==> src/rtl/msg_comm_pkg.sv <==
// Shared definitions for the message link: FSM encodings and the CRC-8 used by TX and RX.
package msg_comm_pkg;

  localparam int unsigned BYTE_W = 8;

  localparam logic [BYTE_W-1:0] CRC8_POLY = 8'h07;
  localparam logic [BYTE_W-1:0] CRC8_INIT = 8'hFF;

  typedef enum logic [1:0] {
    ST_IDLE  = 2'd0,
    ST_RX    = 2'd1,
    ST_CHECK = 2'd2,
    ST_DONE  = 2'd3
  } rx_state_t;

  // Byte-parallel CRC-8 update, MSB first, non-reflected
  function automatic logic [BYTE_W-1:0] next_crc8_d8(input logic [BYTE_W-1:0] data,
                                                      input logic [BYTE_W-1:0] crc);
    logic [BYTE_W-1:0] c;
    c = crc ^ data;
    for (int i = 0; i < 8; i++) begin
      c = c[7] ? ((c << 1) ^ CRC8_POLY) : (c << 1);
    end
    return c;
  endfunction

endpackage

==> src/rtl/message_comm_rx_if.sv <==
// Serial link inputs and decoded payload/status outputs of the message receiver.
interface message_comm_rx_if #(
  parameter int unsigned CNT_WIDTH = 16
);
  logic                 MSG_RX_FSX;
  logic                 MSG_RX;
  logic [7:0]           msg_rx_data_o;
  logic                 msg_rx_data_vld_o;
  logic [CNT_WIDTH-1:0] msg_rx_byte_num_o;
  logic                 msg_rx_done_o;
  logic                 msg_rx_crc_err_o;
  logic                 msg_rx_ovf_o;

  // Link/transmitter side
  modport master (
    output MSG_RX_FSX, MSG_RX,
    input  msg_rx_data_o, msg_rx_data_vld_o, msg_rx_byte_num_o,
           msg_rx_done_o, msg_rx_crc_err_o, msg_rx_ovf_o
  );

  // Receiver side
  modport slave (
    input  MSG_RX_FSX, MSG_RX,
    output msg_rx_data_o, msg_rx_data_vld_o, msg_rx_byte_num_o,
           msg_rx_done_o, msg_rx_crc_err_o, msg_rx_ovf_o
  );
endinterface

==> src/rtl/message_comm_rx_deser.sv <==
// Input registers, FSX edge detect and MSB-first byte assembly for the message receiver.
module msg_rx_deser
  import msg_comm_pkg::*;
(
  input  logic              clk,
  input  logic              rst_n,
  input  logic              fsx_in,
  input  logic              bit_in,
  input  logic              start_c,
  input  logic              shift_c,
  output logic              fsx_r,
  output logic              rise_c,
  output logic              byte_vld,
  output logic [BYTE_W-1:0] byte_q
);

  logic              fsx_r_d;
  logic              bit_r;
  logic [BYTE_W-1:0] shreg;
  logic [2:0]        bit_cnt;

  // FSX regs reset high so a strobe already asserted at reset release needs a real low first
  always_ff @(posedge clk or negedge rst_n) begin
    if (!rst_n) begin
      fsx_r   <= 1'b1;
      fsx_r_d <= 1'b1;
      bit_r   <= 1'b0;
    end else begin
      fsx_r   <= fsx_in;
      fsx_r_d <= fsx_r;
      bit_r   <= bit_in;
    end
  end

  assign rise_c = fsx_r & ~fsx_r_d;

  // Shift register and 3-bit wrapping counter; registered strobe when the 8th bit lands
  always_ff @(posedge clk or negedge rst_n) begin
    if (!rst_n) begin
      shreg    <= '0;
      bit_cnt  <= '0;
      byte_vld <= 1'b0;
      byte_q   <= '0;
    end else begin
      byte_vld <= 1'b0;
      if (start_c) begin
        shreg   <= {7'b0, bit_r};
        bit_cnt <= 3'd1;
      end else if (shift_c) begin
        shreg   <= {shreg[6:0], bit_r};
        bit_cnt <= bit_cnt + 3'd1;
        if (bit_cnt == 3'd7) begin
          byte_vld <= 1'b1;
          byte_q   <= {shreg[6:0], bit_r};
        end
      end
    end
  end

endmodule

==> src/rtl/message_comm_rx.sv <==
// Message link receiver: frames bytes, holds back the trailing CRC byte and checks it.
module message_comm_rx
  import msg_comm_pkg::*;
#(
  parameter int unsigned MAX_BYTES = 1024,
  parameter int unsigned CNT_WIDTH = 16
) (
  input logic             clk,
  input logic             rst_n,
  message_comm_rx_if.slave bus
);

  rx_state_t            state, state_nxt;
  logic [BYTE_W-1:0]    crc, crc_nxt;
  logic [BYTE_W-1:0]    hold, hold_nxt;
  logic                 hold_vld, hold_vld_nxt;
  logic [CNT_WIDTH-1:0] byte_cnt, cnt_nxt;
  logic                 ovf_flag, ovf_flag_nxt;
  logic [BYTE_W-1:0]    data_q, data_nxt;
  logic                 vld_q, vld_nxt;
  logic                 done_q, done_nxt;
  logic [CNT_WIDTH-1:0] num_q, num_nxt;
  logic                 err_q, err_nxt;
  logic                 ovf_q, ovf_nxt;

  logic                 start_c, shift_c;
  logic                 fsx_r, rise_c, byte_vld;
  logic [BYTE_W-1:0]    byte_q;

  msg_rx_deser u_deser (
    .clk      (clk),
    .rst_n    (rst_n),
    .fsx_in   (bus.MSG_RX_FSX),
    .bit_in   (bus.MSG_RX),
    .start_c  (start_c),
    .shift_c  (shift_c),
    .fsx_r    (fsx_r),
    .rise_c   (rise_c),
    .byte_vld (byte_vld),
    .byte_q   (byte_q)
  );

  // Framing FSM: hold buffer, CRC accumulation, overflow and end-of-frame status
  always_comb begin
    state_nxt    = state;
    crc_nxt      = crc;
    hold_nxt     = hold;
    hold_vld_nxt = hold_vld;
    cnt_nxt      = byte_cnt;
    ovf_flag_nxt = ovf_flag;
    data_nxt     = data_q;
    vld_nxt      = 1'b0;
    done_nxt     = 1'b0;
    num_nxt      = num_q;
    err_nxt      = err_q;
    ovf_nxt      = ovf_q;
    start_c      = 1'b0;
    shift_c      = 1'b0;
    case (state)
      ST_IDLE: begin
        if (rise_c) begin
          start_c   = 1'b1;
          state_nxt = ST_RX;
        end
      end
      ST_RX: begin
        shift_c = fsx_r;
        if (byte_vld) begin
          if (hold_vld) begin
            if (byte_cnt == CNT_WIDTH'(MAX_BYTES)) begin
              ovf_flag_nxt = 1'b1;
            end else begin
              data_nxt = hold;
              vld_nxt  = 1'b1;
              crc_nxt  = next_crc8_d8(hold, crc);
              cnt_nxt  = byte_cnt + CNT_WIDTH'(1);
            end
          end
          hold_nxt     = byte_q;
          hold_vld_nxt = 1'b1;
        end
        if (!fsx_r) state_nxt = ST_CHECK;
      end
      ST_CHECK: begin
        done_nxt  = 1'b1;
        num_nxt   = byte_cnt;
        err_nxt   = ~hold_vld | (hold != crc) | ovf_flag;
        ovf_nxt   = ovf_flag;
        state_nxt = ST_DONE;
      end
      ST_DONE: begin
        crc_nxt      = CRC8_INIT;
        hold_vld_nxt = 1'b0;
        cnt_nxt      = '0;
        ovf_flag_nxt = 1'b0;
        state_nxt    = ST_IDLE;
      end
      default: state_nxt = ST_IDLE;
    endcase
  end

  // State and output registers
  always_ff @(posedge clk or negedge rst_n) begin
    if (!rst_n) begin
      state    <= ST_IDLE;
      crc      <= CRC8_INIT;
      hold     <= '0;
      hold_vld <= 1'b0;
      byte_cnt <= '0;
      ovf_flag <= 1'b0;
      data_q   <= '0;
      vld_q    <= 1'b0;
      done_q   <= 1'b0;
      num_q    <= '0;
      err_q    <= 1'b0;
      ovf_q    <= 1'b0;
    end else begin
      state    <= state_nxt;
      crc      <= crc_nxt;
      hold     <= hold_nxt;
      hold_vld <= hold_vld_nxt;
      byte_cnt <= cnt_nxt;
      ovf_flag <= ovf_flag_nxt;
      data_q   <= data_nxt;
      vld_q    <= vld_nxt;
      done_q   <= done_nxt;
      num_q    <= num_nxt;
      err_q    <= err_nxt;
      ovf_q    <= ovf_nxt;
    end
  end

  assign bus.msg_rx_data_o     = data_q;
  assign bus.msg_rx_data_vld_o = vld_q;
  assign bus.msg_rx_byte_num_o = $bits(bus.msg_rx_byte_num_o)'(num_q);
  assign bus.msg_rx_done_o     = done_q;
  assign bus.msg_rx_crc_err_o  = err_q;
  assign bus.msg_rx_ovf_o      = ovf_q;

endmodule

==> src/flat_wrapper.sv <==
// flat-port wrapper written by rule: the top's interface ports become plain ports
module message_comm_rx_flat import msg_comm_pkg::*;
#(
  parameter int unsigned MAX_BYTES = 1024,
  parameter int unsigned CNT_WIDTH = 16
)
  (clk, rst_n, bus_MSG_RX_FSX, bus_MSG_RX, bus_msg_rx_data_o, bus_msg_rx_data_vld_o, bus_msg_rx_byte_num_o, bus_msg_rx_done_o, bus_msg_rx_crc_err_o, bus_msg_rx_ovf_o);
  message_comm_rx_if #(.CNT_WIDTH(CNT_WIDTH)) bus_i ();
  input logic clk;
  input logic rst_n;
  input wire logic [$bits(bus_i.MSG_RX_FSX)-1:0] bus_MSG_RX_FSX;
  input wire logic [$bits(bus_i.MSG_RX)-1:0] bus_MSG_RX;
  output wire logic [$bits(bus_i.msg_rx_data_o)-1:0] bus_msg_rx_data_o;
  output wire logic [$bits(bus_i.msg_rx_data_vld_o)-1:0] bus_msg_rx_data_vld_o;
  output wire logic [$bits(bus_i.msg_rx_byte_num_o)-1:0] bus_msg_rx_byte_num_o;
  output wire logic [$bits(bus_i.msg_rx_done_o)-1:0] bus_msg_rx_done_o;
  output wire logic [$bits(bus_i.msg_rx_crc_err_o)-1:0] bus_msg_rx_crc_err_o;
  output wire logic [$bits(bus_i.msg_rx_ovf_o)-1:0] bus_msg_rx_ovf_o;
  assign bus_i.MSG_RX_FSX = bus_MSG_RX_FSX;
  assign bus_i.MSG_RX = bus_MSG_RX;
  assign bus_msg_rx_data_o = bus_i.msg_rx_data_o;
  assign bus_msg_rx_data_vld_o = bus_i.msg_rx_data_vld_o;
  assign bus_msg_rx_byte_num_o = bus_i.msg_rx_byte_num_o;
  assign bus_msg_rx_done_o = bus_i.msg_rx_done_o;
  assign bus_msg_rx_crc_err_o = bus_i.msg_rx_crc_err_o;
  assign bus_msg_rx_ovf_o = bus_i.msg_rx_ovf_o;
  message_comm_rx #(.MAX_BYTES(MAX_BYTES), .CNT_WIDTH(CNT_WIDTH)) u_core (.clk(clk), .rst_n(rst_n), .bus(bus_i));
endmodule
==> config.mk <==
export PLATFORM = sky130hd
export DESIGN_NAME = message_comm_rx_flat
export DESIGN_NICKNAME = d
export VERILOG_FILES = /design/src/rtl/msg_comm_pkg.sv /design/src/rtl/message_comm_rx_if.sv /design/src/rtl/message_comm_rx_deser.sv /design/src/rtl/message_comm_rx.sv /design/src/flat_wrapper.sv
export SDC_FILE = /design/constraint.sdc
export NUM_CORES = 1
export LEC_CHECK = 0
export ABC_AREA = 0
export BUFFER_PORTS_ARGS = -buffer_cell sky130_fd_sc_hd__buf_2
export CELL_PAD_IN_SITES_DETAIL_PLACEMENT = 1
export CELL_PAD_IN_SITES_GLOBAL_PLACEMENT = 1
export CORE_UTILIZATION = 24
export CTS_CLUSTER_DIAMETER = 40
export CTS_CLUSTER_SIZE = 14
export DETAILED_ROUTE_END_ITERATION = 16
export GPL_TIMING_DRIVEN = 0
export PLACE_DENSITY = 0.52
export SYNTH_ARGS = -nofsm -noshare
export SYNTH_HDL_FRONTEND = slang
export SYNTH_SLANG_ARGS = --single-unit
export TNS_END_PERCENT = 1
==> constraint.sdc <==
create_clock -name clk -period 1.9 [get_ports clk]
set_input_delay 0.38 -clock clk [delete_from_list [all_inputs] [get_ports clk]]
set_output_delay 0.38 -clock clk [all_outputs]
set_load 0.02 [all_outputs]
# ---- Word level (Yosys, flattened, before mapping)
# Cells that the tools add are included.
dict set report op_classes {
  n_addsub 2
  multipliers 0
  div_mod_pow 0
  n_lt_le_gt_ge 0
  eq_ne 12
  shifts 0
  mux 40
  n_bitwise 16
  n_reduce_logical 10
}
# cell count
set op_table {}
lappend op_table {{16-bit two-way mux} 3}
lappend op_table {{16-bit case mux with 2 select lines} 1}
lappend op_table {{3-bit two-way mux} 10}
lappend op_table {{8-bit two-way mux} 3}
lappend op_table {{3-bit NOT} 8}
lappend op_table {{16-bit by 1-bit adder with 16-bit output, second input constant} 1}
lappend op_table {{16-bit by 11-bit == test with 1-bit output, second input constant} 1}
lappend op_table {{8-bit case mux with 2 select lines} 1}
lappend op_table {{1-bit two-way mux} 15}
lappend op_table {{7-bit two-way mux} 2}
lappend op_table {{4-bit AND reduction} 3}
lappend op_table {{8-bit inequality test} 1}
lappend op_table {{2-bit case mux with 4 select lines} 1}
lappend op_table {{8-bit bitwise XOR} 1}
lappend op_table {{2-bit by 1-bit inequality test with 1-bit output, second input constant} 3}
lappend op_table {{2-bit inequality test, second input constant} 3}
lappend op_table {{2-bit AND reduction} 3}
lappend op_table {{2-bit == test, second input constant} 2}
lappend op_table {{2-bit two-way mux} 2}
lappend op_table {{1-bit NOT} 4}
lappend op_table {{1-bit case mux with 2 select lines} 2}
lappend op_table {{2-bit nonzero test} 2}
lappend op_table {{3-bit by 1-bit adder with 3-bit output, second input constant} 1}
lappend op_table {{3-bit == test, second input constant} 1}
lappend op_table {{other kinds (5)} 6}
dict set report totals {
  register_bits 86
  latchBits 0
  ram_bits 0
  rom_bits 0
  inputBits 4
  output_inout_bits 28
  word_cells 99
  n_memories 0
}

# ---- Depth between registers and ports, before layout
dict set report logic_depth {
  word_depth 21
  ltp_mapped 10
  mapped_depth_nobuf 7
}

# ---- Modules after synthesis
# Synthesis repeated with hierarchy kept, for this count alone.
dict set report unflattened {
  cells_unflattened 349
  area_unflattened_um2 4060.1
}
# module n_inst cells_each area_each_um2 seq_area_each_um2
set by_module_without_submodules {}
lappend by_module_without_submodules {message_comm_rx 1 292 3188.1 1611.5}
lappend by_module_without_submodules {msg_rx_deser 1 57 872.1 553.0}

# ---- Worst setup path after synthesis
# Ideal clock, no wire load.
dict set report synth_timing {
  kind {flip-flop to flip-flop}
  from {reg u_core.state[0]}
  to {reg u_core.byte_cnt[10]}
  setup_time_ns 0.064
  arrival_time_ns 1.929
  t_required_ns 1.836
  slack_ns -0.092
  stages_incl_launch_ff 9
  n_path_buf 2
  period_less_slack_ns 1.992
  path_cell_list {dfrtp_1 -> ha_1 -> buf_2 -> clkinv_1 -> o21a_1 -> clkbuf_1 -> or4b_1 -> o21ai_1 -> a22o_2}
}
dict set report synth_between {
  elab_chain_cells 3
  elab_cells_between_ends 8
  cone_classes {eq/ne: 5; mux: 1; reduce/logical: 2}
}
# element line_no
set synth_lines {}
lappend synth_lines {{start: declaration} message_comm_rx.sv:13} ;# rx_state_t state, state_nxt;
lappend synth_lines {{start signal: assignment} message_comm_rx.sv:118} ;# state <= state_nxt;
lappend synth_lines {{2-bit by 1-bit == test with 1-bit output / 2-bit == test (equally long branches)} message_comm_rx.sv:59} ;# case (state)
lappend synth_lines {{2-bit inequality test (no line), or another cell as far along} -}
lappend synth_lines {{4-bit AND reduction (no line)} -}
lappend synth_lines {{end signal: assignment} message_comm_rx.sv:122} ;# byte_cnt <= cnt_nxt;
lappend synth_lines {{end: declaration} message_comm_rx.sv:17} ;# logic [CNT_WIDTH-1:0] byte_cnt, cnt_nxt;
# Parallel ways exist; a longest one is shown, timed or not.
# A chain may end at the register's enable or synchronous reset.

# ---- Worst setup path in the final report
dict set report layout_timing {
  from {reg u_core.byte_cnt[0]}
  to {reg u_core.byte_cnt[10]}
}
dict set report layout_between {
  elab_chain_cells 5
  elab_cells_between_ends 8
  cone_classes {add/sub: 1; eq/ne: 2; mux: 4; reduce/logical: 1}
}
# element line_no
set layout_lines {}
lappend layout_lines {{16-bit by 1-bit adder with 16-bit output} message_comm_rx.sv:76} ;# cnt_nxt = byte_cnt + CNT_WIDTH'(1);
lappend layout_lines {{16-bit two-way mux} message_comm_rx.sv:70} ;# if (byte_cnt == CNT_WIDTH'(MAX_BYTES)) begin
lappend layout_lines {{16-bit two-way mux} message_comm_rx.sv:69} ;# if (hold_vld) begin
lappend layout_lines {{16-bit two-way mux} message_comm_rx.sv:68} ;# if (byte_vld) begin
lappend layout_lines {{16-bit case mux with 2 select lines} message_comm_rx.sv:59}
# Parallel ways exist; a longest one is shown, timed or not. The select of a mux whose other input is x is not followed.

==> out/summary.txt <==
GR Util All Layers -> 12.5%
HPWL after DPL -> 6660 µm
combinational share of power -> 36.8%
Seq pwr share -> 36.8%
Post-Syn Instances -> 346
fillers -> 1772
Routed Antenna Nets -> 0
Static Leak -> 2.28 nW
Worst-Skew Late Latency -> 350 ps
Yosys Warn Count -> 0
Internal Power -> 4.66 mW
vias -> 2817
WHS -> 127 ps
layout net count -> 415
Hold Crit Class -> in2reg
Top FF cell, synth -> dfrtp_1
CP Class -> reg2reg
pwr/cell area -> 1430 mW/mm²
Final Slew Violations -> 0
antenna cell count -> 0
worst-path fanout max -> 6
crit path DAT -> 2220 ps
Port Buffers -> 31
Worst-path clk slew -> 60 ps
skew final -> 6.25 ps
die width -> 131 µm
H-tree levels -> 3
number of synthesized register bits -> 86
final core utilization -> 31.5%
# DRC -> 0
Worst Setup SP -> u_core.byte_cnt[0]
failing checks -> negative setup slack
Sink Count -> 86
Rel. slew slack -> 61.4%
fin crit share -> 102%
Final Hold Vio Count -> 0
Netlist cell types -> 50
commonest non-fill, non-tap cells in the layout -> dfrtp_1, nand2_1, mux2_2
die extent in y -> 131 µm
initial DRC count -> 122
Least-Margin Pin Slew -> 579 ps
I/O pin cnt -> 32
Setup-failing EPs final -> 1
sequential fraction of the synthesis area -> 54.2%
DIE AREA -> 0.0172 mm²
r2r startpoint -> u_core.byte_cnt[0]
largest net degree at the start of global routing -> 66
Cell Area, Synth -> 0.00400 mm²
Max Cap Violations -> 0
Tmin final -> 1930 ps
Clock Tree Root -> clkbuf_16
Achievable Freq -> 0.517 GHz
Critical Path RT -> 2180 ps
CTS tree -> built
Clock Tree Buf Depth -> 2
average size of a mapped cell -> 11.6 µm²
gpl congestion -> 0.747
router iterations before antenna repair -> 4
maximum vdd drop -> 0.936 mV
post-synthesis net count -> 361
share of cells above drive strength 1 -> 36.3%
vias in the first global route -> 2848
Post-synth EDFFs -> 0
status -> finished with violations
RSZ-0062 raised after global routing -> yes
Psw -> 2.55 mW
core region area -> 0.0161 mm²
CTS Buf Count -> 9
initial antenna violation count -> 0
Critical Path Source Type -> flip-flop
Net Sw Frac -> 35.3%
Starting Density -> 24.9%
Vias/cell -> 4.54
first-pass GRT wire length -> 15800 µm
commonest non-fill, non-tap cell in the layout -> dfrtp_1
Clock Power Share -> 26.4%
Crit. End Element -> flip-flop
Setup WS post-layout -> -32.7 ps
Area growth syn-to-layout -> 26.5%
final wirelength -> 9520 µm
GRT overflow -> 0
Synth async-reset ratio -> 100%
WL/cell -> 15.3 µm
worst hold start -> bus_MSG_RX_FSX
# rows -> 46
## layer usage
layer	up-vias	share of wire (%)	GRT usage (%)
li1	1333	-	-
met4	0	1.8	4.94
met1	1431	48	16.4
met5	-	0	0
met2	41	46	19.3
met3	12	3.7	3.91
## stage by stage
stage	total power [mW]	TNS [ps]	instance area [µm²]	instances	setup slack (ps)
after floorplan	4.38	0	4010	346	16.9
after global placement	5.00	-44120	4440	593	-512
after detailed placement	5.11	-15870	4470	594	-525
after CTS	7.20	-1400	4910	610	-129
after global routing	7.78	-1930	5060	621	-132
final	7.21	-32.7	5060	621	-32.7
## what timing repair did
action	CTS	global route
pin swaps	3	4
setup endpoints to repair	44	60
hold buffers	1	0
hold endpoints to repair	18	0
setup buffers	0	11
resized for setup	28	17
## flip-flops by register name, summed over array words and instances, names as in the netlist, 2 cells and up
signal and count:
u_core.bus.msg_rx_data_o 8, u_core.state 2, u_core.u_deser.byte_q 8, u_core.byte_cnt 16
u_core.bus.msg_rx_byte_num_o 16, u_core.u_deser.shreg 7, u_core.u_deser.bit_cnt 3, u_core.crc 8
u_core.hold 8
## synthesized netlist by cell type, types with 4 or more instances
| cell type | instances | area share [%] |
|---|---|---|
| a21oi_1 | 19 | 2.4 |
| and3_1 | 4 | 0.63 |
| clkbuf_1 | 8 | 0.75 |
| dfrtp_1 | 76 | 48 |
| dfstp_2 | 10 | 6.6 |
| ha_1 | 11 | 3.4 |
| inv_1 | 8 | 0.75 |
| mux2_2 | 45 | 13 |
| nand2_1 | 46 | 4.3 |
| nand3_1 | 9 | 1.1 |
| nor2_1 | 16 | 1.5 |
| nor3_1 | 4 | 0.50 |
| nor4_1 | 8 | 1.3 |
| o21ai_0 | 16 | 2.0 |
| xnor2_1 | 16 | 3.5 |
## area by class of cell
type                       count  area, µm²  area share [%]
tap                          216        270            5.34
inverter                       9       38.8           0.767
buffer                        13        100            1.98
timing repair buffer          44        290            5.74
clock buffer                  13        250            4.95
clock inverter                 3       67.6            1.34
multi-input combinational    237       1870            37.0
sequential                    86       2170            42.9
## critical path, stage by stage, from the launching register on
cell,delay (ps)
dfrtp_2,410
ha_4,170
nand3_4,100
or3_4,390
or4b_1,530
o21ai_1,130
a22o_2,140
## power groups by stage
stage | Clock [mW] | Sequential, mW | Combinational (mW)
after floorplan | 0 | 2.65 | 1.73
after global placement | 0 | 2.64 | 2.36
after detailed placement | 0 | 2.66 | 2.45
after CTS | 1.99 | 2.65 | 2.56
after global routing | 2.05 | 2.73 | 3.00
final | 1.91 | 2.65 | 2.65
## worst paths after layout
kind	to	slack (ps)	cells past startpoint
setup / recovery	u_core.byte_cnt[10]	-30	6
hold / removal	u_core.u_deser.fsx_r	130	1
setup reg to reg	u_core.byte_cnt[10]	-30	6
hold reg to reg	u_core.u_deser.fsx_r_d	400	0
max in group asynchronous	u_core.crc[3]	750	3
min in group asynchronous	u_core.bus.msg_rx_byte_num_o[6]	480	2
## cells by family (layout without fill, tap and decap cells)
kind of cell	count (synthesis)	in the layout	share of synthesized area [%]
fa+ha+maj	11	11	3.44
mux	47	47	13.2
xor+xnor	21	21	5.29
compound gates	51	51	7.83
buf+inv	23	82	2.47
simple gates	107	107	13.6
flops	86	86	54.2
Power figures use the tool's default switching activity.
